<file path="config.mk">
export PLATFORM = sky130hd
export DESIGN_NAME = reg_access_ctrl
export DESIGN_NICKNAME = d
export VERILOG_FILES = /design/src/rtl/reg_access_ctrl.sv
export SDC_FILE = /design/constraint.sdc
export NUM_CORES = 1
export LEC_CHECK = 0
export ABC_CLOCK_PERIOD_IN_PS = 1300
export BUFFER_PORTS_ARGS = -buffer_cell sky130_fd_sc_hd__buf_2
export CAP_MARGIN = 20
export CORE_MARGIN = 3
export CORE_UTILIZATION = 41
export DETAILED_ROUTE_END_ITERATION = 6
export PLACE_DENSITY = 0.75
export SLEW_MARGIN = 20
export SYNTH_ARGS = -nofsm -noshare
export SYNTH_HDL_FRONTEND = slang
export SYNTH_SLANG_ARGS = --single-unit
</file>
<file path="constraint.sdc">
create_clock -name Clk -period 1.3 [get_ports Clk]
set_input_delay 0.065 -clock Clk [delete_from_list [all_inputs] [get_ports Clk]]
set_output_delay 0.065 -clock Clk [all_outputs]
set_load 0.02 [all_outputs]
</file>
<file path="src/rtl/reg_access_ctrl.sv">
// Host/debug access controller for the eight LC-3 general registers.
// Borrows the register-file ports to write, read or dump the registers.
module reg_access_ctrl (
  input  logic        Clk,
  input  logic        Reset,
  input  logic        req_valid,
  output logic        req_ready,
  input  logic [1:0]  req_cmd,
  input  logic [2:0]  req_addr,
  input  logic [15:0] req_data,
  output logic        resp_valid,
  input  logic        resp_ready,
  output logic [15:0] resp_data,
  output logic [2:0]  resp_idx,
  output logic        resp_last,
  input  logic        cpu_idle,
  output logic        port_active,
  output logic        LDREG,
  output logic [2:0]  dr,
  output logic [15:0] bus_out,
  output logic [2:0]  sr1,
  input  logic [15:0] sr1out,
  output logic [2:0]  sr2
);

  typedef enum logic [1:0] {
    S_IDLE,
    S_WRITE,
    S_READ,
    S_RESP
  } state_t;

  localparam logic [1:0] CMD_WR   = 2'b01;
  localparam logic [1:0] CMD_RD   = 2'b10;
  localparam logic [1:0] CMD_DUMP = 2'b11;

  state_t      r_state;
  state_t      w_next;
  logic        w_accept;
  logic        w_hs;
  logic [2:0]  r_idx;
  logic        r_dump;
  logic [2:0]  r_dr;
  logic [15:0] r_bus;
  logic [2:0]  r_sr1;
  logic [15:0] r_rdata;
  logic [2:0]  r_ridx;
  logic        r_rlast;

  assign req_ready   = (r_state == S_IDLE) && cpu_idle;
  assign w_accept    = req_valid && req_ready;
  assign w_hs        = (r_state == S_RESP) && resp_ready;
  assign resp_valid  = (r_state == S_RESP);
  assign port_active = (r_state != S_IDLE);
  assign LDREG       = (r_state == S_WRITE);
  assign dr          = r_dr;
  assign bus_out     = r_bus;
  assign sr1         = r_sr1;
  assign sr2         = 3'b000;
  assign resp_data   = r_rdata;
  assign resp_idx    = r_ridx;
  assign resp_last   = r_rlast;

  // Next-state selection; a handshake on the last word returns to IDLE.
  always_comb begin
    w_next = r_state;
    unique case (r_state)
      S_IDLE: begin
        if (w_accept) begin
          case (req_cmd)
            CMD_WR:   w_next = S_WRITE;
            CMD_RD:   w_next = S_READ;
            CMD_DUMP: w_next = S_READ;
            default:  w_next = S_IDLE;
          endcase
        end
      end
      S_WRITE: w_next = S_IDLE;
      S_READ:  w_next = S_RESP;
      S_RESP: begin
        if (w_hs) w_next = r_rlast ? S_IDLE : S_READ;
      end
      default: w_next = S_IDLE;
    endcase
  end

  // State register.
  always_ff @(posedge Clk) begin
    if (Reset) r_state <= S_IDLE;
    else       r_state <= w_next;
  end

  // Port drives, dump index and the held response word.
  always_ff @(posedge Clk) begin
    if (Reset) begin
      r_idx   <= 3'd0;
      r_dump  <= 1'b0;
      r_dr    <= 3'd0;
      r_bus   <= 16'd0;
      r_sr1   <= 3'd0;
      r_rdata <= 16'd0;
      r_ridx  <= 3'd0;
      r_rlast <= 1'b0;
    end else begin
      if (w_accept) begin
        case (req_cmd)
          CMD_WR: begin
            r_dr  <= req_addr;
            r_bus <= req_data;
          end
          CMD_RD: begin
            r_sr1  <= req_addr;
            r_dump <= 1'b0;
          end
          CMD_DUMP: begin
            r_sr1  <= 3'd0;
            r_idx  <= 3'd0;
            r_dump <= 1'b1;
          end
          default: ;
        endcase
      end
      if (r_state == S_READ) begin
        r_rdata <= sr1out;
        r_ridx  <= r_sr1;
        r_rlast <= !r_dump || (r_idx == 3'd7);
      end
      if (w_hs && !r_rlast) begin
        r_idx <= r_idx + 3'd1;
        r_sr1 <= r_idx + 3'd1;
      end
    end
  end

endmodule

</file>
==> metrics.csv <==
stage,metric,value,unit
global_route,first-pass GRT wire length,7.91,mm
global_route,met3 Usage GRT,6.62,%
die,die area,5550,µm²
min_path,hold crit path type,input pin to flip-flop,
logic_synthesis,Post-Syn Instances,236,
cts,CTS Buf Count,5,
global_route,number of global-route vias before repair,1796,
logic_synthesis,"area leader, netlist",dfxtp_1,
cts,CTS Buffer Depth,2,
cts,Worst-path clk slew,0.08,ns
critical_path,nature of the critical path endpoint,flip-flop,
timing,Slew Limit Fails,0,
placed_design,"Cell Area, Placed",2410,µm²
die,Die Height,74.5,µm
logic_synthesis,Synth Flop Type,dfxtp_1,
cts,H-tree depth,2,
critical_path,r2r worst-path depth,6,
flow_run,Max Cap Viol,0,
critical_path,arrival time worst endpoint,1.45,ns
critical_path,"Buf+Inv Stages, Crit Path",3,
power_and_ir_drop,leakage power,1.23,nW
power_and_ir_drop,"Power, Total",2.89,mW
final_layout,post-layout net count,380,
critical_path,Reg2Reg Setup Slack,0.01,ns
logic_synthesis,most numerous cell in the Yosys netlist,dfxtp_1,
logic_synthesis,"Seq/Total Area, Yosys",50.0,%
detailed_routing,WL/cell,13.6,µm
die,core box area,4440,µm²
critical_path,cell mode on critical path,buf_6,
min_path,Hold Path Sink,bus_out[12]$_SDFFE_PP0P_,
global_route,most used routing layer,met2,
global_route,grt met2 use,31.2,%
detailed_routing,Residual DRC,0,
placed_design,post-DP HPWL,3.37,mm
logic_synthesis,Netlist cell types,33,
cts,clk_lat worst skew,0.29,ns
placed_design,GPL Wtd Cong,0.824,
critical_path,R2R Path Start,r_state[1]$_SDFFE_PP0P_,
critical_path,crit-path max cell delay,0.36,ns
logic_synthesis,Synth Cell Area,1920,µm²
logic_synthesis,most instantiated cells after synthesis,"48 x dfxtp_1, 43 x a21oi_1, 41 x nand2_1",
global_route,GR met1 Demand/Resource,20.7,%
power_and_ir_drop,Internal Pwr Total,2.15,mW
critical_path,cell family with most CP delay,buffers and inverters,
detailed_routing,initial drt markers,71,
min_path,Hold Path Depth,3,
cts,clk sink count,48,
logic_synthesis,number of synthesized flops with an enable pin,0,
timing,minimum clock period,1.29,ns
logic_synthesis,share of the synthesized area in the top cell type,50.0,%
power_and_ir_drop,sequential share of power,52.9,%
global_route,initial antenna violation count,0,
die,Initial Utilization,43.3,%
logic_synthesis,largest cells by area after synthesis,"dfxtp_1 50%, a21oi_1 11%, nand2_1 8.0%, nand3_1 6.0%, o21ai_0 5.7%",
power_and_ir_drop,power density over the cells,1020,nW/µm²
placed_design,Port Buffers,87,
critical_path,Crit path required time,1.46,ns
detailed_routing,routed wire length,5.31,mm
logic_synthesis,post-synthesis register bit count,48,
timing,# setup viols final,0,
critical_path,slowest CP cell,dfxtp_4,
critical_path,Worst Setup Path Type,flip-flop to flip-flop,
timing,Worst slew margin,60.0,%
outcome,status,completed,
power_and_ir_drop,switching power,0.741,mW
cts,clk root buf,clkbuf_8,
logic_synthesis,number of warning messages in the yosys log,0,
timing,RSZ-0062 raised after global routing,true,
final_layout,end-of-flow core utilization,63.5,%
detailed_routing,DR vias,1994,
power_and_ir_drop,Switching Fraction,25.6,%
global_route,pin count of the biggest net entering global routing,27,
logic_synthesis,ys async rst share,0,%
final_layout,post-route design area,2820,µm²
detailed_routing,DR vias/cell,5.13,
final_layout,synthesis-to-layout area growth,46.8,%
min_path,min-delay src,req_data[12],
final_layout,ANT cells,0,
critical_path,crit path launch type,flip-flop,
detailed_routing,length of the first detailed-routing pass in iterations,4,
power_and_ir_drop,Peak VDD IR,779,µV
global_route,aggregate global routing overflow,0,
timing,Clock Skews,0.00619,ns
power_and_ir_drop,Clk network pwr share,31.0,%
critical_path,worst r2r dst,resp_idx[1]$_SDFFE_PP0P_,
power_and_ir_drop,Comb pwr share,16.0,%
timing,period utilisation layout,98.9,%
timing,final hold violations,0,
critical_path,CP Max Fanout,9,
critical_path,CP cell instances,buf_6 > buf_6 > or2b_4 > clkbuf_16 > nand2_1 > a21oi_1,
detailed_routing,DRT antenna net count,0,
cts,CTS tree,done,
timing,Worst Tran Pin Value,0.600,ns
logic_synthesis,Post-Syn Area per Cell,8.15,µm²
final_layout,share of cells above drive strength 1,39.5,%
die,Rows,24,
timing,Fmax,778,MHz
die,I/O pins,91,
die,Horiz. Die Dim,74.5,µm
global_route,All-Layer GR Usage,18.1,%
[worst register-to-register path, delay by kind of cell, from the launching register on]
kind	cells	cell delay [ns]
and+or+nand+nor	2	0.37
buffers and inverters	3	0.37
DFF	1	0.36
AOI/OAI and AO/OA	1	0.05
[stage by stage]
stage	cells	worst slack (ns)	hold WS, ns	setup TNS (ns)
6_report	389	0.0145	0.0104	0
5_1_grt	389	-0.0325	0.00195	-0.268
4_1_cts	384	0.00210	0.000256	0
3_5_place_dp	363	0.0325	0.300	0
3_3_place_gp	363	0.0688	0.297	0
2_1_floorplan	238	0.0558	0.166	0
[layout make-up]
cell class	instances	area, µm²
Fill cell	400	1620
Sequential cell	48	966
Multi-Input combinational cell	164	922
Timing Repair Buffer	115	773
Clock buffer	8	90.1
Tap cell	52	65.1
Inverter	2	7.51
[cell families (layout without fill, tap and decap cells)]
| kind of cell | Yosys count | in the layout | synth area share, % |
|---|---|---|---|
| AOI/OAI and AO/OA | 75 | 75 | 20.8 |
| DFF | 48 | 48 | 50.0 |
| and+or+nand+nor | 84 | 84 | 21.0 |
| buffers and inverters | 26 | 125 | 6.77 |
| other | 1 | 3 | 0.195 |
| adders and majority gates | 2 | 2 | 1.30 |
[flip-flops by register name, summed over array words and instances, names as in the netlist]
| signal | cells |
|---|---|
| resp_last | 1 |
| dr | 3 |
| sr1 | 3 |
| r_state | 2 |
| bus_out | 16 |
| resp_idx | 3 |
| resp_data | 16 |
| r_idx | 3 |
| r_dump | 1 |
[cells in the final DEF, fill, tap and decap left out, types with 3 or more instances in the layout]
cell type,netlist,layout
buf_2,2,85
conb_1,1,3
dfxtp_1,48,46
nand3_1,23,23
nand2_1,41,33
dlygate4sd3_1,0,13
buf_4,5,6
nand2_2,0,7
clkbuf_8,0,6
nor2_1,5,4
a21oi_1,43,34
o21ai_0,22,22
o211ai_1,3,3
buf_6,1,6
a21oi_2,0,9
[worst max path at each step]
stage,startpoint,to,slack [ns],cells past startpoint
after CTS,r_state[1]$_SDFFE_PP0P_,LDREG,0.002,4
after floorplan,r_state[1]$_SDFFE_PP0P_,bus_out[10]$_SDFFE_PP0P_,0.06,6
after global placement,r_state[0]$_SDFFE_PP0P_,sr1[0]$_SDFFE_PP0P_,0.07,4
after global routing,r_state[1]$_SDFFE_PP0P_,req_ready,-0.03,4
final,r_state[1]$_SDFFE_PP0P_,resp_idx[1]$_SDFFE_PP0P_,0.01,6
after detailed placement,r_state[0]$_SDFFE_PP0P_,bus_out[5]$_SDFFE_PP0P_,0.03,4
[layer usage]
| layer | vias up | wire (µm) |
|---|---|---|
| li1 | 1005 | - |
| met1 | 913 | 2210 |
| met2 | 68 | 2630 |
| met3 | 8 | 414 |
| met4 | 0 | 61 |
| met5 | - | 0 |
[power groups by stage]
stage               combinational [mW]  clock (mW)  sequential, mW
finish                           0.464       0.897            1.53
global route                     0.505       0.993            1.54
CTS                              0.407       0.934            1.53
detailed placement               0.371           0            1.56
global placement                 0.368           0            1.56
floorplan                        0.179           0            1.60
[repair_timing]
item,CTS,global route
setup endpoints to repair,2,41
hold buffers,12,1
endpoints found under the hold margin,12,1
cloned,0,2
pin swaps,1,5
gates resized for setup,4,34
setup buffers,1,2
Power figures use the tool's default switching activity.
